File: src/rtl/apb3_requester_pkg.sv
// Shared types and helpers for the APB3 requester.
package apb3_requester_pkg;

  typedef enum logic [1:0] {
    IDLE   = 2'd0,
    SETUP  = 2'd1,
    ACCESS = 2'd2,
    RESP   = 2'd3
  } apb3_req_state_e;

  // Counter width able to hold the value TimeoutCycles itself.
  function automatic int timeout_cnt_w(input int cycles);
    return $clog2(cycles + 1);
  endfunction

endpackage

File: src/rtl/apb3_req_timeout.sv
// ACCESS-phase wait counter; expired fires in the ACCESS cycle whose
// stall brings the count up to TimeoutCycles.
module apb3_req_timeout
  import apb3_requester_pkg::*;
#(
  parameter int TimeoutCycles = 256
) (
  input  logic clk,
  input  logic rst_n,
  input  logic clear,
  input  logic count_en,
  output logic expired
);

  localparam int CntW = timeout_cnt_w(TimeoutCycles);

  logic [CntW-1:0] cnt;

  always_ff @(posedge clk or negedge rst_n) begin
    if (!rst_n)        cnt <= '0;
    else if (clear)    cnt <= '0;
    else if (count_en) cnt <= cnt + CntW'(1);
  end

  assign expired = count_en && (cnt == CntW'(TimeoutCycles - 1));

endmodule

File: src/rtl/apb3_requester.sv
// APB3 initiator: one request in, one SETUP/ACCESS transfer, one response out.
// Optional ACCESS timeout enabled by APB3_REQUESTER_TIMEOUT_EN.
module apb3_requester
  import apb3_requester_pkg::*;
#(
  parameter int AddrWidth     = 32,
  parameter int DataWidth     = 32,
  parameter int TimeoutCycles = 256
) (
  input  logic                 CLK,
  input  logic                 RSTN,
  input  logic                 req_valid_i,
  output logic                 req_ready_o,
  input  logic                 req_write_i,
  input  logic [AddrWidth-1:0] req_addr_i,
  input  logic [DataWidth-1:0] req_wdata_i,
  output logic                 rsp_valid_o,
  input  logic                 rsp_ready_i,
  output logic [DataWidth-1:0] rsp_rdata_o,
  output logic                 rsp_err_o,
  output logic                 rsp_timeout_o,
  output logic [AddrWidth-1:0] PADDR,
  output logic [DataWidth-1:0] PWDATA,
  output logic                 PWRITE,
  output logic                 PSEL,
  output logic                 PENABLE,
  input  logic [DataWidth-1:0] PRDATA,
  input  logic                 PREADY,
  input  logic                 PSLVERR
);

  apb3_req_state_e state, state_nxt;
  logic            tmo_expired;
  logic            xfer_done;

  always_ff @(posedge CLK or negedge RSTN) begin
    if (!RSTN) state <= IDLE;
    else       state <= state_nxt;
  end

  always_comb begin
    state_nxt = state;
    case (state)
      IDLE:    if (req_valid_i) state_nxt = SETUP;
      SETUP:   state_nxt = ACCESS;
      ACCESS:  if (xfer_done) state_nxt = RESP;
      RESP:    if (rsp_ready_i) state_nxt = IDLE;
      default: state_nxt = IDLE;
    endcase
  end

  // Ready is gated by reset so every output reads 0 while RSTN is low.
  assign req_ready_o = (state == IDLE) && RSTN;
  assign PSEL        = (state == SETUP) || (state == ACCESS);
  assign PENABLE     = (state == ACCESS);
  assign rsp_valid_o = (state == RESP);
  assign xfer_done   = (state == ACCESS) && (PREADY || tmo_expired);

  always_ff @(posedge CLK or negedge RSTN) begin
    if (!RSTN) begin
      PADDR       <= '0;
      PWDATA      <= '0;
      PWRITE      <= 1'b0;
      rsp_rdata_o <= '0;
      rsp_err_o   <= 1'b0;
    end else begin
      if (state == IDLE && req_valid_i) begin
        PADDR  <= req_addr_i;
        PWDATA <= req_wdata_i;
        PWRITE <= req_write_i;
      end
      // A real PREADY wins over a same-cycle expiry.
      if (xfer_done) begin
        rsp_err_o   <= PREADY ? PSLVERR : 1'b1;
        rsp_rdata_o <= (PREADY && !PWRITE) ? PRDATA : '0;
      end
    end
  end

`ifdef APB3_REQUESTER_TIMEOUT_EN
  apb3_req_timeout #(
    .TimeoutCycles(TimeoutCycles)
  ) u_timeout (
    .clk     (CLK),
    .rst_n   (RSTN),
    .clear   (state == SETUP),
    .count_en((state == ACCESS) && !PREADY),
    .expired (tmo_expired)
  );

  always_ff @(posedge CLK or negedge RSTN) begin
    if (!RSTN)          rsp_timeout_o <= 1'b0;
    else if (xfer_done) rsp_timeout_o <= !PREADY;
  end
`else
  logic unused_timeout_cfg;
  assign unused_timeout_cfg = ^TimeoutCycles;
  assign tmo_expired        = 1'b0;
  assign rsp_timeout_o      = 1'b0;
`endif

endmodule

File: config.mk
export PLATFORM = sky130hd
export DESIGN_NAME = apb3_requester
export DESIGN_NICKNAME = d
export VERILOG_FILES = /design/src/rtl/apb3_requester_pkg.sv /design/src/rtl/apb3_req_timeout.sv /design/src/rtl/apb3_requester.sv
export SDC_FILE = /design/constraint.sdc
export NUM_CORES = 1
export LEC_CHECK = 0
export CAP_MARGIN = 0
export CORE_MARGIN = 4
export CORE_UTILIZATION = 39
export DETAILED_ROUTE_END_ITERATION = 8
export GPL_TIMING_DRIVEN = 0
export HOLD_SLACK_MARGIN = 0.1
export PLACE_DENSITY = 0.85
export SLEW_MARGIN = 15
export SYNTH_ARGS = -nofsm -noshare
export SYNTH_HDL_FRONTEND = slang
export SYNTH_SLANG_ARGS = --single-unit
File: constraint.sdc
create_clock -name CLK -period 2.25 [get_ports CLK]
set_clock_uncertainty 0.2 [all_clocks]
set_input_delay 0.225 -clock CLK [delete_from_list [all_inputs] [get_ports CLK]]
set_output_delay 0.225 -clock CLK [all_outputs]
set_load 0.1 [all_outputs]
==> flow_summary.yaml, run 1 <==
status:
  status: "completed"
floorplan:
  die_x_um: 109
  ios: 206
  die_h_um: 109
  core_um2: 9820
  rows: 36
  initial_core_util_pct: 40.2
  die_area_um2: 11800
critical_path:
  crit_slowest_cell: "dlygate4sd2_1"
  critPathMaxStageDelay_ns: 0.89
  arrival_ns: 1.70
  critPathBufInv: 1
  end_kind: "output pin"
  cp_top_family: "buffers and inverters"
  cp_max_fo: 7
  start_kind: "register"
  crit_type: "register to output pin"
  path_cells: "dlygate4sd2_1"
  required_ns: 1.82
worst_hold_path:
  hp-class: "primary input to async pin"
synth:
  netlist_area_um2: 3940
  synth-seq-cells: 100
  syn_avg_cell_area_um2: 13.3
  synth_mux_area_share_pct: 19.4
  synthesis.nets: 404
  synth_xor_area_share_pct: 0
  synth-simple-area-share_pct: 8.57
  synthAdderAreaFrac_pct: 1.27
  synth_seq_area_share_pct: 63.5
  synth_compound_area_share_pct: 4.32
  synthCells: 297
  yosys_warnings: 0
  synth.distinct_cells: 16
  synth_top_family_by_area: "multiplexers"
layout:
  multiInputGateArea_um2: 1330
  fillers: 832
  final_common_cell: "clkdlybuf4s50_1"
  layout.nets: 622
  postLayoutCellArea_um2: 6270
  diodes: 0
  final_cells: 653
  seq_area_um2: 2500
  areaGrowthSynthToFinish_pct: 59.1
  drive_above_1_share_pct: 19.0
  mostFrequentLayoutCells: "clkdlybuf4s50_1, dfrtp_1, dlygate4sd2_1, mux2_2, nand2_1"
clocking:
  clockBufferDepth: 2
  htreeDepth: 3
  tritoncts: "built"
  clock_sinks: 100
  clk_latency_ns: 0.35
  numCtsBuffers: 9
  cts.reportedPaths.clkPinSlew_ns: 0.09
  cts-root-buf: "clkbuf_8"
route:
  first_pass_iters: 5
  drt_iter0_drc: 114
  vias: 3040
  postRouteAntennaNets: 0
  wl_mm: 10.7
  drc: 0
  viasPerCell: 4.66
  wl_per_cell_um: 16.3
timing:
  final_hold_viol_count: 0
  tns_ns: 0
  maxSlewHeadroom_pct: 27.0
  fmax_mhz: 470
  fin_crit_sh_pct: 94.5
  postLayoutSetupSlackWorst_ns: 0.125
  slew_viol_final: 0
  finalCriticalPeriod_ns: 2.13
  tightest_slew_ns: 1.10
  rsz0062_at_grt: "no"
  setup_viol: 0
global_route:
  grt_pass1_vias: 3216
  antenna_found_initial: 0
  track_usage_pct: 18.3
  grt_max_degree: 81
  grt_pass1_wl_mm: 16.4
  grt-ovfl-total: 0
placed_design:
  placedCellCount: 635
  placed_area_um2: 6180
  hpwl_mm: 8.29
  place_congestion: 0.733
  io_buffers: 204
  pre_cts_ws_ns: -0.135
job:
  maxCapViolCount: 0
routing by layer:
layer | up-vias | routed length [µm] | global-route usage (%)
met5 | - | 0 | 0
met3 | 22 | 955 | 5.97
met4 | 0 | 307 | 8.66
met2 | 127 | 5490 | 31.9
met1 | 1462 | 3910 | 20.1
li1 | 1429 | - | -
path summary, 6_finish.rpt:
check | start | depth (start not counted) | end | slack [ns]
setup / recovery | PWRITE$_DFFE_PN0P_ | 1 | PWRITE | 0.12
hold / removal | RSTN | 3 | rsp_rdata_o[25]$_DFFE_PN0P_ | 0.22
setup reg to reg | state[0]$_DFFE_PN0P_ | 6 | PADDR[0]$_DFFE_PN0P_ | 0.23
hold reg to reg | rsp_rdata_o[11]$_DFFE_PN0P_ | 2 | rsp_rdata_o[11]$_DFFE_PN0P_ | 0.28
max in group asynchronous | RSTN | 3 | rsp_rdata_o[23]$_DFFE_PN0P_ | 0.38
min in group CLK | PRDATA[1] | 3 | rsp_rdata_o[1]$_DFFE_PN0P_ | 0.22
per-stage QoR:
step                utilization, %  hold WS, ns
floorplan                        -       -0.271
global placement              62.7        0.262
detailed placement            63.0       -0.112
finish                        63.9        0.223
global route                  63.9        0.234
CTS                           64.0        0.204
logic make-up (layout without fill, tap and decap cells):
| family | after synthesis | in the layout |
|---|---|---|
| mux | 68 | 68 |
| fa+ha+maj | 4 | 4 |
| compound gates | 33 | 33 |
| other cells | 1 | 1 |
| flops | 100 | 100 |
| buf+inv | 23 | 246 |
| simple gates | 68 | 68 |
area by class of cell:
| class | instances | share of cell area (%) |
|---|---|---|
| flip-flops and latches | 100 | 39.9 |
| repair buffers | 207 | 31.3 |
| multi-input cells | 174 | 21.2 |
| well taps | 133 | 2.65 |
| clock buffers | 10 | 2.19 |
| plain buffers | 18 | 1.52 |
| clock inverters | 6 | 1.02 |
| inverters | 5 | 0.299 |
synth_stat cells:
| master | number | area share [%] |
|---|---|---|
| mux2i_1 | 1 | 0.25 |
| ha_1 | 4 | 1.3 |
| inv_1 | 5 | 0.48 |
| buf_2 | 4 | 0.51 |
| clkbuf_1 | 8 | 0.76 |
| mux2_1 | 1 | 0.29 |
| dfrtp_1 | 100 | 63 |
| and2_1 | 1 | 0.16 |
| o21ai_0 | 32 | 4.1 |
| nand2b_1 | 32 | 5.1 |
| mux2_2 | 66 | 19 |
| buf_4 | 6 | 1.1 |
| conb_1 | 1 | 0.095 |
| nor2_1 | 1 | 0.095 |
| nand2_1 | 34 | 3.2 |
| a222oi_1 | 1 | 0.25 |
repair_timing:
item                                    4_1_cts  5_1_grt
endpoints found under the hold margin       100        0
gates resized for setup                     109        3
buffers inserted                              0        0
hold buffers                                  2        0
gates cloned                                  0        0
endpoints found under the setup margin      102        2
sequential cells by signal, indices dropped and copies added, names as in the netlist:
name         count
PADDR           32
PWDATA          32
rsp_rdata_o     32
state            2
PWRITE           1
rsp_err_o        1
Power of run 1 is left out: the tool's default activity adds up to more than one toggle a clock period on the data nets, which glitch-free logic cannot reach.
==> inputs of run 2 (changes only) <==
--- a/config.mk
+++ b/config.mk
@@ -5,13 +5,13 @@
 export SDC_FILE = /design/constraint.sdc
 export NUM_CORES = 1
 export LEC_CHECK = 0
-export CAP_MARGIN = 0
+export CAP_MARGIN = 15
 export CORE_MARGIN = 4
 export CORE_UTILIZATION = 39
 export DETAILED_ROUTE_END_ITERATION = 8
 export GPL_TIMING_DRIVEN = 0
 export HOLD_SLACK_MARGIN = 0.1
-export PLACE_DENSITY = 0.85
+export PLACE_DENSITY = 0.82
 export SLEW_MARGIN = 15
 export SYNTH_ARGS = -nofsm -noshare
 export SYNTH_HDL_FRONTEND = slang
==> flow_summary.yaml, run 2 (synthesis gave the netlist of run 1 again) <==
global_route:
  grt_pass1_wl_mm: 16.0
  track_usage_pct: 17.5
  grt_max_degree: 55
  grt_pass1_vias: 3190
  grt-ovfl-total: 0
  antenna_found_initial: 0
floorplan:
  ios: 206
  core_um2: 9820
  rows: 36
  initial_core_util_pct: 40.2
  die_x_um: 109
  die_h_um: 109
  die_area_um2: 11800
placed_design:
  pre_cts_ws_ns: -0.192
  place_congestion: 0.740
  hpwl_mm: 8.21
  io_buffers: 204
clocking:
  cts.reportedPaths.clkPinSlew_ns: 0.08
  numCtsBuffers: 9
  clockBufferDepth: 2
  clock_sinks: 100
  tritoncts: "built"
  htreeDepth: 3
  clk_latency_ns: 0.35
  cts-root-buf: "clkbuf_8"
critical_path:
  end_kind: "output pin"
  critPathMaxStageDelay_ns: 0.89
  cp_max_fo: 7
  required_ns: 1.82
  crit_type: "register to output pin"
  start_kind: "register"
  critPathBufInv: 1
  arrival_ns: 1.71
  path_cells: "dlygate4sd2_1"
  crit_slowest_cell: "dlygate4sd2_1"
  cp_top_family: "buffers and inverters"
worst_hold_path:
  hp-class: "primary input to register"
route:
  viasPerCell: 4.64
  vias: 3042
  drt_iter0_drc: 135
  postRouteAntennaNets: 0
  wl_per_cell_um: 16.1
  first_pass_iters: 4
  drc: 0
  wl_mm: 10.5
layout:
  mostFrequentLayoutCells: "clkdlybuf4s50_1, dfrtp_1, dlygate4sd2_1, mux2_2, nand2_1"
  final_common_cell: "clkdlybuf4s50_1"
  areaGrowthSynthToFinish_pct: 59.6
  layout.nets: 625
  top_regs: "PADDR x32, PWDATA x32, rsp_rdata_o x32"
  diodes: 0
  fillers: 840
  drive_above_1_share_pct: 18.5
job:
  maxCapViolCount: 0
timing:
  postLayoutSetupSlackWorst_ns: 0.116
  rsz0062_at_grt: "no"
  setup_viol: 0
  fmax_mhz: 469
  finalCriticalPeriod_ns: 2.13
  slew_viol_final: 0
  fin_crit_sh_pct: 94.8
  final_hold_viol_count: 0
  tightest_slew_ns: 0.997
  maxSlewHeadroom_pct: 33.8
status:
  status: "completed"
## run 2: cell types whose count changed in the layout (fill, tap and decap cells not counted)
cell / change
buf_12: +1
bufinv_16: -1
buf_16: +1
clkinvlp_4: -2
clkbuf_1: +4
clkinv_4: -1
dlygate4sd3_1: +1
## run 2: final cells by class
cell class	count	area [µm²]	share of cell area, %
plain buffers	18	95.1	1.51
clock buffers	14	153	2.43
inverters	5	18.8	0.298
flip-flops and latches	100	2500	39.8
repair buffers	210	2020	32.1
multi-input cells	174	1330	21.1
clock inverters	2	10.0	0.159
well taps	133	166	2.64
## run 2: layer usage
layer	routed length, µm	GRT usage, %
met1	4020	20.3
met2	5560	31.3
met3	819	4.66
met4	155	6.04
met5	0	0
## run 2: worst reg2reg max path, cell delays in order, from the launching register on
cell	delay (ns)
dfrtp_1	0.37
inv_1	0.09
ha_1	0.24
nand2_1	0.08
buf_2	0.25
buf_4	0.24
mux2_2	0.36
## run 2: timing repair
item                       in CTS  in global routing
gates cloned                    0                  0
pin swaps                       0                  0
resized for setup             109                  3
setup endpoints to repair     102                  2
hold endpoints to repair      100                 87
setup buffers                   0                  0
## run 2: worst paths after layout
check | slack [ns] | end | cells past startpoint | start
max | 0.12 | PWRITE | 1 | PWRITE$_DFFE_PN0P_
min | 0.23 | rsp_rdata_o[12]$_DFFE_PN0P_ | 3 | PRDATA[12]
max reg2reg | 0.31 | PADDR[27]$_DFFE_PN0P_ | 6 | state[0]$_DFFE_PN0P_
min reg2reg | 0.28 | rsp_rdata_o[7]$_DFFE_PN0P_ | 2 | rsp_rdata_o[7]$_DFFE_PN0P_
max in group asynchronous | 0.45 | PADDR[8]$_DFFE_PN0P_ | 4 | RSTN
min in group asynchronous | 0.28 | PADDR[21]$_DFFE_PN0P_ | 3 | RSTN
## run 2: stage by stage
stage / setup TNS [ns] / hold slack [ns] / instance area [µm²] / utilization [%] / std cells
2_1_floorplan: 0 / -0.271 / 3950 / - / 297
3_3_place_gp: -294.92 / 0.265 / 6150 / 62.7 / 634
3_5_place_dp: -0.297 / 0.0173 / 6180 / 63.0 / 635
4_1_cts: 0 / -0.372 / 6230 / 63.4 / 651
5_1_grt: 0 / 0.240 / 6290 / 64.1 / 656
6_report: 0 / 0.231 / 6290 / 64.1 / 656
Power of run 2 is left out for the same reason.
